`src/rtl/fetch_stage.sv`:
```
// Instruction-fetch stage: owns the PC, runs the variable-latency instruction
// memory handshake and holds the IF/ID pipeline register feeding decode.
module fetch_stage #(
  parameter int                   WORD_SIZE = 16,
  parameter logic [WORD_SIZE-1:0] RESET_PC  = '0,
  parameter logic [WORD_SIZE-1:0] NOP_INSTR = '0
) (
  input  logic                 clk,
  input  logic                 reset,
  input  logic                 PCWrite,
  input  logic                 IFIDWrite,
  input  logic                 redirect,
  input  logic [WORD_SIZE-1:0] redirect_target,
  output logic                 i_readM,
  output logic [WORD_SIZE-1:0] i_address,
  input  logic [WORD_SIZE-1:0] i_data,
  input  logic                 i_inputReady,
  output logic [WORD_SIZE-1:0] IFID_instr,
  output logic [WORD_SIZE-1:0] IFID_pc,
  output logic [WORD_SIZE-1:0] IFID_next_pc,
  output logic                 IFID_valid
);

  // state    | meaning
  // FETCH    | read request outstanding at pc
  // BUFFERED | instruction captured during a stall, waiting for hold to drop
  // DRAIN    | redirect arrived mid-request; discard stale response, then fetch target
  typedef enum logic [1:0] {
    FETCH    = 2'd0,
    BUFFERED = 2'd1,
    DRAIN    = 2'd2
  } state_t;

  localparam logic [WORD_SIZE-1:0] ONE = {{(WORD_SIZE-1){1'b0}}, 1'b1};

  state_t               state;
  logic [WORD_SIZE-1:0] pc;
  logic [WORD_SIZE-1:0] pc_inc;
  logic [WORD_SIZE-1:0] target;
  logic [WORD_SIZE-1:0] buf_instr;
  logic [WORD_SIZE-1:0] buf_pc;
  logic                 hold;

  assign hold      = PCWrite | IFIDWrite;
  assign pc_inc    = pc + ONE;
  assign i_address = pc;
  // The request line is gated by reset so an in-flight request is dropped at once.
  assign i_readM   = ~reset & (state != BUFFERED);

  always_ff @(posedge clk or posedge reset) begin
    if (reset) begin
      state        <= FETCH;
      pc           <= RESET_PC;
      target       <= '0;
      buf_instr    <= NOP_INSTR;
      buf_pc       <= '0;
      IFID_instr   <= NOP_INSTR;
      IFID_pc      <= '0;
      IFID_next_pc <= '0;
      IFID_valid   <= 1'b0;
    end else begin
      case (state)
        FETCH: begin
          if (redirect) begin
            IFID_valid <= 1'b0;
            IFID_instr <= NOP_INSTR;
            if (i_inputReady) begin
              pc <= redirect_target;
            end else begin
              target <= redirect_target;
              state  <= DRAIN;
            end
          end else if (i_inputReady) begin
            if (hold) begin
              buf_instr <= i_data;
              buf_pc    <= pc;
              state     <= BUFFERED;
            end else begin
              IFID_instr   <= i_data;
              IFID_pc      <= pc;
              IFID_next_pc <= pc_inc;
              IFID_valid   <= 1'b1;
              pc           <= pc_inc;
            end
          end else if (!hold) begin
            IFID_valid <= 1'b0;
            IFID_instr <= NOP_INSTR;
          end
        end

        BUFFERED: begin
          if (redirect) begin
            pc         <= redirect_target;
            IFID_valid <= 1'b0;
            IFID_instr <= NOP_INSTR;
            state      <= FETCH;
          end else if (!hold) begin
            // pc still equals buf_pc here, so pc_inc is the buffered entry's next pc
            IFID_instr   <= buf_instr;
            IFID_pc      <= buf_pc;
            IFID_next_pc <= pc_inc;
            IFID_valid   <= 1'b1;
            pc           <= pc_inc;
            state        <= FETCH;
          end
        end

        DRAIN: begin
          if (redirect) begin
            IFID_valid <= 1'b0;
            IFID_instr <= NOP_INSTR;
            if (i_inputReady) begin
              pc    <= redirect_target;
              state <= FETCH;
            end else begin
              target <= redirect_target;
            end
          end else begin
            if (!hold) begin
              IFID_valid <= 1'b0;
              IFID_instr <= NOP_INSTR;
            end
            if (i_inputReady) begin
              pc    <= target;
              state <= FETCH;
            end
          end
        end

        default: state <= FETCH;
      endcase
    end
  end

endmodule

```
`config.mk`:
```
export PLATFORM = sky130hd
export DESIGN_NAME = fetch_stage
export DESIGN_NICKNAME = d
export VERILOG_FILES = /design/src/rtl/fetch_stage.sv
export SDC_FILE = /design/constraint.sdc
export NUM_CORES = 1
export LEC_CHECK = 0
export CAP_MARGIN = 15
export CORE_ASPECT_RATIO = 0.8
export CORE_UTILIZATION = 37
export DETAILED_ROUTE_END_ITERATION = 16
export DONT_BUFFER_PORTS = 1
export PLACE_DENSITY = 0.59
export RECOVER_POWER = 50
export SLEW_MARGIN = 20
export SYNTH_ARGS = -nofsm -noshare
export SYNTH_HDL_FRONTEND = slang
export SYNTH_SLANG_ARGS = --single-unit
```
`constraint.sdc`:
```
create_clock -name clk -period 8.09 [get_ports clk]
set_clock_uncertainty 0.2 [all_clocks]
set_input_delay 0.809 -clock clk [delete_from_list [all_inputs] [get_ports clk]]
set_output_delay 0.809 -clock clk [all_outputs]
set_load 0.03 [all_outputs]
```
==> summary.txt <==
Die
  • Core ar.: 16,710 um^2
  • Die W: 148.7 um
  • Die area: 17,750 um^2
  • Die Y: 119.4 um
  • IO Pins: 104
  • Std-Cell Rows: 42
  • Initial Util: 38.13%

Min path
  • Hold path start: target[7]
  • HP Class: reg -> reg

Yosys
  • Post-Syn Area: 6372 um^2
  • Sequential-to-total area share from yosys stat: 45.16%
  • Post-synth EDFFs: 0
  • Main synth FF type: dfrtp_1
  • FFs w/ async S/R, synth: 100.0%
  • Total nets after synthesis: 683
  • Library cells used by synthesis: 67
  • Post-synthesis cell count: 640
  • Avg Inst Size Synth: 9.957 um^2
  • Ys Warns: 0
  • Yosys reg bits: 115

Timing
  • Max-slew violations: 118
  • Worst-Margin Slew: 3.352 ns
  • Final Hold Vio Count: 0
  • RSZ-0062 raised after global routing: false
  • Slew headroom: -124.7%
  • Final setup fails: 0
  • Fin crit share: 56.69%
  • Hold slack: 0.3017 ns
  • Peak Freq: 0.2181 GHz
  • Setup TNS Final: 0 ns
  • Crit path time final: 4.586 ns

Final layout
  • Final net count: 646
  • Multi-input gate area: 3202 um^2
  • Area grow syn2layout: 10.15%
  • Reg area: 2878 um^2
  • Filler cell count in the final layout: 1,593
  • # diodes: 0
  • Share of layout cells above drive strength 1: 16.72%

Clocking
  • CTS tree: yes
  • Clk Latency, worst-skew pair: 0.42 ns
  • Clock-pin transition on the worst setup and hold timing paths: 0.06 ns
  • CTS Buffer Depth: 2
  • Post-CTS sizing: 0
  • TritonCTS Buffers: 17
  • H-tree levels: 4
  • Setup bufs post-CTS: 0
  • Root buf cell: clkbuf_16
  • CTS hold repair buffers: 0
  • Clock Sinks: 115

Worst setup path
  • Worst Path Class, Setup: in -> async
  • Cell chain of the critical path: clkinvlp_2 -> clkbuf_1
  • Critical path's slowest cell: clkinvlp_2
  • CP startpoint: reset
  • Family with the most delay on the worst path: buffers and inverters
  • CP Max Fanout: 76
  • Critical Path Sink Type: async pin
  • Worst path max stage delay: 1.83 ns
  • Worst EP arrival: 4.44 ns
  • Buf+Inv Stages, Crit Path: 2
  • R2R Path Start: state[0]
  • Critical Path RT: 7.95 ns
  • Worst Setup Start Kind: input port

Flow run
  • Max Cap Viol: 2

Global route
  • Largest net degree at the start of global routing: 77
  • Initial antenna violation count: 0
  • Vias in the first global route: 5,111
  • GRT Residual Overflow: 0
  • Total track usage: 21.67%
  • Global-route wire length before repair: 29,100 um

Routing
  • Iter 0 DRT Violations: 480
  • Post-Route WL: 18,340 um
  • Avg WL per Cell: 21.93 um
  • ANT nets after route: 0
  • 1st-pass router iterations: 5
  • Vias per cell: 6.093
  • Remaining routing DRC violations: 0
  • Via count: 5,094

Power
  • Worst vdd ir: 0.1527 mV
  • Lkg Pwr: 2.757 nW
  • Pwr/cell area: 471.7 nW/um^2

Outcome
  • Run status: complete, but fails checks
  • Failing checks: capacitance limit, slew limit

Placed design
  • Gp weighted congestion: 0.8707
  • Post-DP HPWL: 12,360 um
  • # port buffers: 0
layer usage:
metal	vias up	global-route usage [%]	share of wire, %
li1	2288	-	-
met1	2529	28.86	43
met2	249	31.37	46
met3	28	8.582	10
met4	0	8.054	1.4
met5	-	0	0
sequential cells by signal, summed over array words and instances, names as in the netlist:
| register | flops |
|---|---|
| state | 2 |
| IFID_instr | 16 |
| buf_instr | 16 |
| IFID_valid | 1 |
| i_address | 16 |
| IFID_pc | 16 |
| target | 16 |
| IFID_next_pc | 16 |
| buf_pc | 16 |
power breakdown:
part / total, mW / internal [mW] / switching [mW]
combinational: 1.04 / 0.460 / 0.580
clock: 0.800 / 0.522 / 0.278
sequential: 1.47 / 0.846 / 0.625
total: 3.31 / 1.83 / 1.48
layout by cell type, fill, tap and decap left out, drive strengths merged, types with 16 or more instances in the layout:
master / count
dfrtp: 115
a21oi: 59
nor2: 59
mux2: 53
nand2: 37
mux2i: 33
o21ai: 32
clkbuf: 20
a22oi: 16
o2bb2ai: 16
nand3: 16
synth_stat cells (all sizes together) (4+ instances only):
library cell    n  area (um^2)
o31ai           6        45.04
nand2          37        138.9
nor2           59        231.5
a21oi          59        302.8
nand4           7        50.05
nand3          16        85.08
buf            39        209.0
nand2b          5        31.28
clkbuf         20        75.07
a31oi           8        50.05
xnor2           9        78.83
or3             6        37.54
o311ai          4        35.04
a221oi          5        43.79
nor3           12        70.07
ha              5        62.56
and3            5        31.28
o2bb2ai        16        140.1
o211ai          7        52.55
nor4            6        43.79
dfrtp         115         2878
a22oi          16        120.1
nor2b           4        25.02
o21ai          32        160.1
mux2i          33        330.3
inv             5        18.76
mux2           53        596.8
xor2           12        105.1
metrics by stage:
stage / cells / worst slack [ns] / utilization (%) / cell area (um^2) / total power [mW]
2_1_floorplan: 640 / 4.037 / - / 6372 / 2.228
3_3_place_gp: 804 / 4.770 / 38.27 / 6396 / 2.451
3_5_place_dp: 804 / 4.729 / 38.29 / 6399 / 2.503
4_1_cts: 836 / 4.846 / 42.03 / 7024 / 3.313
5_1_grt: 836 / 2.614 / 42.00 / 7019 / 3.507
6_report: 836 / 3.504 / 42.00 / 7019 / 3.311
cell families after synthesis:
group	synth area share, %
buffers and inverters	4.751
and+or+nand+nor	12.98
DFF	45.16
AOI/OAI and AO/OA	18.69
xor gates and xnor gates	2.886
muxes	14.55
adders and majority gates	0.9817
worst paths after layout:
kind,slack (ns),cells past startpoint,endpoint
setup / recovery,3.50,2,state[1]
hold / removal,0.30,1,target[7]
setup reg to reg,4.80,6,IFID_instr[10]
hold reg to reg,0.30,1,target[7]
max in group clk,4.80,6,IFID_instr[10]
min in group asynchronous,1.03,1,IFID_next_pc[2]
area by class of cell:
type,count,area share [%]
Clock inverter,13,2.602
Tap cell,220,3.922
Timing Repair Buffer,3,0.2674
Clock buffer,19,6.310
Multi-Input combinational cell,461,45.61
Sequential cell,115,41.00
Inverter,5,0.2852
Note: power is estimated with default switching activity, not from simulation.
